===== config.mk =====
export PLATFORM = sky130hd
export DESIGN_NAME = command_sequencer
export DESIGN_NICKNAME = d
export VERILOG_FILES = /design/src/rtl/alu_pkg.sv /design/src/rtl/command_store.sv /design/src/rtl/command_sequencer.sv
export SDC_FILE = /design/constraint.sdc
export NUM_CORES = 1
export LEC_CHECK = 0
export CELL_PAD_IN_SITES_DETAIL_PLACEMENT = 1
export CELL_PAD_IN_SITES_GLOBAL_PLACEMENT = 1
export CORE_MARGIN = 10
export CORE_UTILIZATION = 50
export DETAILED_ROUTE_END_ITERATION = 10
export DONT_BUFFER_PORTS = 1
export HOLD_SLACK_MARGIN = 0.06
export PLACE_DENSITY_LB_ADDON = 0.08
export SYNTH_ARGS = -nofsm -noshare
export SYNTH_HDL_FRONTEND = slang
export SYNTH_HIERARCHICAL = 1
export SYNTH_SLANG_ARGS = --single-unit

===== constraint.sdc =====
create_clock -name clk -period 3.9 [get_ports clk]
set_input_delay 0.39 -clock clk [delete_from_list [all_inputs] [get_ports clk]]
set_output_delay 0.39 -clock clk [all_outputs]
set_load 0.05 [all_outputs]

===== src/rtl/alu_pkg.sv =====
// Shared command encoding and sequencer state types for the ALU controller path.
package alu_pkg;
    localparam int CMD_W  = 12;
    localparam int OP_MSB = 11;
    localparam int OP_LSB = 9;
    localparam int A1_MSB = 8;
    localparam int A1_LSB = 6;
    localparam int A2_MSB = 5;
    localparam int A2_LSB = 3;
    localparam int A3_MSB = 2;
    localparam int A3_LSB = 0;

    localparam logic [CMD_W-1:0] HALT_CMD = 12'hE00;

    typedef enum logic [2:0] {
        OP_ADD  = 3'b000,
        OP_SUB  = 3'b001,
        OP_AND  = 3'b010,
        OP_OR   = 3'b011,
        OP_NOT  = 3'b100,
        OP_NOP1 = 3'b101,
        OP_NOP2 = 3'b110,
        OP_HALT = 3'b111
    } opcode_t;

    typedef enum logic [1:0] {
        IDLE = 2'd0,
        RUN  = 2'd1,
        DONE = 2'd2
    } seq_state_t;

    function automatic logic is_halt(input logic [CMD_W-1:0] c);
        return opcode_t'(c[OP_MSB:OP_LSB]) == OP_HALT;
    endfunction
endpackage


===== src/rtl/command_store.sv =====
// Program memory: register array, one synchronous write port, one combinational
// read port, cleared to HALT on reset so an unloaded program completes at once.
module command_store #(
    parameter int DEPTH = 16,
    parameter int CMD_W = alu_pkg::CMD_W,
    parameter int AW    = $clog2(DEPTH)
) (
    input  logic             clk,
    input  logic             rst_n,
    input  logic             we,
    input  logic [AW-1:0]    waddr,
    input  logic [CMD_W-1:0] wdata,
    input  logic [AW-1:0]    raddr,
    output logic [CMD_W-1:0] rdata
);
    import alu_pkg::*;

    logic [CMD_W-1:0] mem [DEPTH];

    always_ff @(posedge clk) begin
        if (!rst_n) begin
            for (int i = 0; i < DEPTH; i++) mem[i] <= CMD_W'(HALT_CMD);
        end else if (we) begin
            mem[waddr] <= wdata;
        end
    end

    assign rdata = mem[raddr];
endmodule


===== src/rtl/command_sequencer.sv =====
// Steps a stored program and hands commands to the ALU controller over valid/ready;
// HALT opcodes are consumed here and never issued.
module command_sequencer #(
    parameter int DEPTH = 16,
    parameter int CMD_W = alu_pkg::CMD_W,
    parameter int AW    = $clog2(DEPTH)
) (
    input  logic             clk,
    input  logic             rst_n,
    input  logic             load_en,
    input  logic [AW-1:0]    load_addr,
    input  logic [CMD_W-1:0] load_data,
    input  logic             start,
    input  logic             stop,
    output logic             cmd_valid,
    output logic [CMD_W-1:0] cmd,
    input  logic             cmd_ready,
    output logic [AW-1:0]    pc,
    output logic             busy,
    output logic             done
);
    import alu_pkg::*;

    localparam logic [AW-1:0] LAST = AW'(DEPTH - 1);

    seq_state_t       state, state_n;
    logic [AW-1:0]    pc_n, raddr;
    logic [CMD_W-1:0] cmd_n, rdata;
    logic             valid_n, done_n, we;

    assign we = load_en && (state == IDLE);

    command_store #(.DEPTH(DEPTH), .CMD_W(CMD_W), .AW(AW)) u_store (
        .clk   (clk),
        .rst_n (rst_n),
        .we    (we),
        .waddr (load_addr),
        .wdata (load_data),
        .raddr (raddr),
        .rdata (rdata)
    );

    // One read port: entry 0 while idle, the prefetch slot pc+1 while running.
    // pc+1 wraps at LAST, but that case is decided by the pc compare first.
    always_comb begin
        state_n = state;
        pc_n    = pc;
        cmd_n   = cmd;
        valid_n = cmd_valid;
        raddr   = (state == IDLE) ? '0 : AW'(pc + 1'b1);
        case (state)
            IDLE: begin
                if (start && !load_en) begin
                    pc_n = '0;
                    if (is_halt(rdata)) begin
                        state_n = DONE;
                    end else begin
                        state_n = RUN;
                        cmd_n   = rdata;
                        valid_n = 1'b1;
                    end
                end
            end
            RUN: begin
                if (stop) begin
                    state_n = IDLE;
                    valid_n = 1'b0;
                end else if (cmd_valid && cmd_ready) begin
                    if (pc == LAST || is_halt(rdata)) begin
                        state_n = DONE;
                        valid_n = 1'b0;
                    end else begin
                        pc_n  = AW'(pc + 1'b1);
                        cmd_n = rdata;
                    end
                end
            end
            default: state_n = IDLE;
        endcase
        done_n = (state_n == DONE);
    end

    always_ff @(posedge clk) begin
        if (!rst_n) begin
            state     <= IDLE;
            pc        <= '0;
            cmd       <= '0;
            cmd_valid <= 1'b0;
            done      <= 1'b0;
            busy      <= 1'b0;
        end else begin
            state     <= state_n;
            pc        <= pc_n;
            cmd       <= cmd_n;
            cmd_valid <= valid_n;
            done      <= done_n;
            busy      <= (state_n != IDLE);
        end
    end
endmodule


# Word-level counts from Yosys, hierarchy flattened
# Memories as Yosys holds them, arrays and structs flattened.
# Index checks and enable logic that the tools add are counted.
[word_totals]
register_bits = 21
ramBits = 192
input_bits = 22
out_inout_bits = 19
elab_cells = 62
mem_count = 1
[mem_list]
columns = ["name", "words", "word_bits", "read_ports", "rd_ports_with_merged_regs", "wr", "line", "source"]
rows = [
  ["u_store.mem", 16, 12, 1, 0, 16, "command_store.sv:18", "logic [CMD_W-1:0] mem [DEPTH];"],
]
[classes]
addsub = 1
n_eq_ne = 11
n_mux = 31
n_reduce_logical = 12
[ops]
columns = ["operator", "n"]
rows = [
  ["$mux W12", 6],
  ["$mux W4", 6],
  ["$pmux W12 S2", 1],
  ["$reduce_or A12 Y1", 1],
  ["$mux W1", 10],
  ["$mux W2", 5],
  ["$reduce_and A5 Y1", 2],
  ["$ne A2 B2 Y1 const B", 4],
  ["$pmux W4 S2", 1],
  ["$ne A3 B3 Y1 const B", 2],
  ["$reduce_and A6 Y1", 1],
  ["$add A4 B1 Y4 const B", 1],
  ["$eq A4 B4 Y1 const B", 1],
  ["$pmux W2 S2", 1],
  ["$reduce_bool A2 Y1", 2],
  ["$eq A3 B3 Y1 const B", 1],
  ["$logic_and A1 B1 Y1", 3],
  ["$eq A2 B1 Y1 const B", 1],
  ["$eq A2 B2 Y1 const B", 1],
  ["$logic_not A2 Y1", 1],
  ["$ne A2 B1 Y1 const B", 1],
  ["$pmux W1 S2", 1],
  ["$logic_not A1 Y1", 1],
  ["$logic_or A1 B1 Y1", 1],
]

# Depth between registers and ports, before layout
# An unclocked memory read counts as a cell.
[depth]
depth_word = 10
mapped_depth = 12
mapped_depth_nobuf = 10

# Modules after synthesis
# Netlist, hierarchy kept.
[modules_own_cells]
columns = ["module", "n_inst", "cells_each", "area_each_um2", "seq_area_each_um2"]
rows = [
  ["command_store", 1, 553, 8704.6, 5765.5],
  ["command_sequencer", 1, 112, 967.2, 420.4],
]

# Least setup slack after synthesis
# Ideal clock, no wire load.
[synth_timing]
path_kind = "register to register"
start = "register pc[0]"
end = "register pc[3]"
setup_time_ns = 0.122
arrival_time_ns = 2.958
setup_slack_ns = 0.820
path_stages_with_launch = 13
path_buffers = 3
synth_period_minus_slack_ns = 3.080
cell_sequence = "dfxtp_1 -> ha_1 -> nor2b_1 -> buf_2 -> buf_2 -> mux4_2 -> a22oi_1 -> nand2_1 -> nand3_1 -> and4_1 -> buf_4 -> nor2_1 -> a311o_1"
[synth_between]
elab_chain_len = 7
word_cells_on_any_way = 12
classes_between = "1 x add/sub; 3 x eq/ne; 5 x mux; 2 x reduce/logical; 1 x memory"
[synth_lines]
columns = ["element", "line", "source"]
rows = [
  ["start: declaration", "command_sequencer.sv:18", "output logic [AW-1:0] pc,"],
  ["start signal: assignment", "command_sequencer.sv:93", "pc <= pc_n;"],
  ["$add A4 B1 Y4", "command_sequencer.sv:50", "raddr = (state == IDLE) ? '0 : AW'(pc + 1'b1);"],
  ["$mux W4", "command_sequencer.sv:50", ""],
  ["named net raddr[1]", "command_sequencer.sv:27", "logic [AW-1:0] pc_n, raddr;"],
  ["$mem_v2 Z16 W12", "n/a", ""],
  ["$eq A3 B3 Y1", "alu_pkg.sv:33", "return opcode_t'(c[OP_MSB:OP_LSB]) == OP_HALT;"],
  ["$logic_or A1 B1 Y1", "command_sequencer.sv:69", "if (pc == LAST || is_halt(rdata)) begin"],
  ["$ne A2 B2 Y1 (no source line)", "n/a", ""],
  ["$reduce_and A5 Y1 (no source line)", "n/a", ""],
]
# The timed path passes the listed nets, and every way through them passes these cells. The select of a mux whose other input is x is not followed.
# A chain may end at the register's enable or synchronous reset.

# Worst setup path in the final report
[layout_timing]
start = "register pc[2]"
end = "register pc[3]"
# The elaborated chain is that of the path after synthesis.

==> flow_summary.toml <==
[min_path]
holdPathStages = 1
hp-class = "input port to flop"

[place]
gp_congestion = 0.851
dp.final_hpwl_um = 17200
placed_area_mm2 = 0.0101
io_buffers = 0

[timing]
fmax_mhz = 297
setup_tns_ns = 0
period_needed_ns = 3.37
period_share_pct = 86.4
setup_viol = 0
rsz0062_at_grt = "no"
fin_skew_ns = 0.0120
final-max-slew-violation-count = 0
hold_viol = 0
worst_pin_slew_ns = 1.04
relSlewSlack_pct = 30.7
whs_ns = 0.0730

[clock_tree]
cts_sinks = 213
cts_setup_buffers = 0
postCtsHoldBufs = 20
numCtsBuffers = 24
clk_root_buffer_cell = "clkbuf_16"
cts_tree = "built"
h-tree-depth = 1
clk_pin_slew_worst_paths_ns = 0.06
cts_resized = 0
clock_latency_ns = 0.52
clock_path_buffers = 3

[synthesis]
synth_top_area_share_pct = 59.6
ys.flop_type = "edfxtp_1"
synth-edff-count = 192
yosys.cell_types.count = 42
yosysTopAreaCell = "edfxtp_1"
syn_nets = 688
syn_inst = 665
yosys-top-cells-count = "edfxtp_1 (192), and2_1 (148), mux4_2 (48)"
async_flop_share_pct = 0
ys_seq_elements = 213
yosysSeqAreaShare_pct = 64.0
syn_area_mm2 = 0.00967
synth-warning-count = 6
synth_area_leaders = "edfxtp_1 (60%), mux4_2 (11%), and2_1 (9.6%)"
syn_avg_cell_area_um2 = 14.5
synth_most_common_cell = "edfxtp_1"

[pwr]
p_per_area_mw_per_mm2 = 451
power_uw = 4940
vdd_drop_max_uv = 316
leakage_uw = 0.00371

[global_route]
overflow = 0
grt_pass1_wl_um = 40900
antenna_found_initial = 1
grt.total_usage_pct = 21.1
first_global_vias = 6294
grt_start_max_net_pins = 28

[finish]
fin_area_mm2 = 0.0110
fin_util_pct = 58.1
seq_area_mm2 = 0.00619
fin_nets = 721
drive_gt1_share_pct = 16.6
area_growth_pct = 13.5
fillers = 1820
multiInputGateArea_mm2 = 0.00328

[critical_path]
r2r_setup_slack_ns = 0.53
cp_data_arrival_time_ns = 3.77
worst_setup_path_end_kind = "flop"
crit_required_ns = 4.30
critPathMaxFanout = 12
critPathLaunchType = "flop"
crit_type = "flop to flop"
r2r_cells = 11

[die]
initial_utilization_pct = 51.2
rows = 50
dieArea_mm2 = 0.0253
fp.dieW_um = 159
pin_count = 41
core_mm2 = 0.0189
chipHeight_um = 159

[routing]
drtPass1Iterations = 5
ant_nets = 0
vias = 5847
route.detailed.drc = 0
routed_wirelength_um = 26800
wl_per_cell_um = 27.4
drtIter0Drc = 450
viasPerCell = 5.98

[job]
drv_cap = 0

[run_status]
status = "completed"
==> through the flow <==
step,cells,setup slack [ns]
2_1_floorplan,665,0.820
3_3_place_gp,912,0.691
3_5_place_dp,912,0.546
4_1_cts,975,0.532
5_1_grt,975,0.254
6_report,977,0.531
==> area by class of cell <==
cell class,count,area share (%)
diodes,2,0.0456
clock buffers,36,6.26
clock inverters,7,0.274
inverters,2,0.0684
multi-input cells,404,29.9
flip-flops and latches,213,56.4
well taps,260,2.96
repair buffers,53,4.08
==> routing by layer <==
metal	GRT usage, %	up-vias	part of all wire, %
li1	-	2558	-
met1	26.9	3039	41
met2	35.1	200	50
met3	4.42	50	6.1
met4	6.95	0	3.0
met5	0	-	0
==> worst paths after layout <==
kind	startpoint	endpoint
max	pc[2]	pc[3]
min reg2reg	pc[1]	pc[1]
max reg2reg	pc[2]	pc[3]
min	load_data[10]	u_store/mem[14][10]
==> cells by family (layout without fill, tap and decap cells) <==
| family | count (synthesis) | in the layout | synth area share (%) |
|---|---|---|---|
| muxes | 54 | 54 | 11.8 |
| xor gates and xnor gates | 2 | 2 | 0.181 |
| AOI/OAI and AO/OA | 60 | 60 | 3.92 |
| DFF | 213 | 213 | 64.0 |
| buffers and inverters | 48 | 98 | 2.24 |
| and+or+nand+nor | 287 | 287 | 17.8 |
| adders and majority gates | 1 | 1 | 0.129 |
| other | 0 | 2 | 0 |
==> critical path, stage by stage, from the launching register on <==
cell and delay (ns):
dfxtp_1 0.31, buf_4 0.24, nand3_1 0.17, xor2_1 0.21, nor2_1 0.10, nor2_1 0.81, a22oi_1 0.21, nand2_1 0.16
nand3_1 0.22, nand4_1 0.39, nor4_1 0.10, a311o_1 0.34
==> cell usage in the layout (no fill, tap or decap), types with 2 or more instances in the layout <==
cell,synthesis,routed
nand4b_2,2,2
clkinv_2,0,3
nor2_1,19,18
nor2_4,1,2
and4_1,2,2
nand4_1,3,3
a21oi_1,11,11
nand2b_1,21,21
edfxtp_1,192,192
a22oi_1,24,24
o21ai_0,20,12
dfxtp_1,21,21
dlygate4sd3_1,0,20
buf_4,2,33
mux4_2,48,48
clkinv_1,1,5
clkbuf_16,0,25
nand2_1,26,26
and2_1,148,148
diode_2,0,2
mux2i_1,6,6
nand3_1,12,12
clkbuf_1,31,9
nor2b_1,4,3
nor3_1,5,5
o21ai_1,0,8
or3_1,36,36
clkbuf_8,0,2
==> state kept, by name, summed over array words and instances (netlist names) <==
register     cells
busy             1
done             1
state            2
pc               4
u_store/mem    192
cmd_valid        1
cmd             12
==> report_power, final <==
group	leakage, uW	total (uW)	switching (uW)	internal [uW]
sequential	0.00204	2590	40.6	2550
combinational	0.00132	266	162	105
clock	0.000351	2080	875	1210
total	0.00371	4940	1080	3870
(Power assumes the default switching activity.)
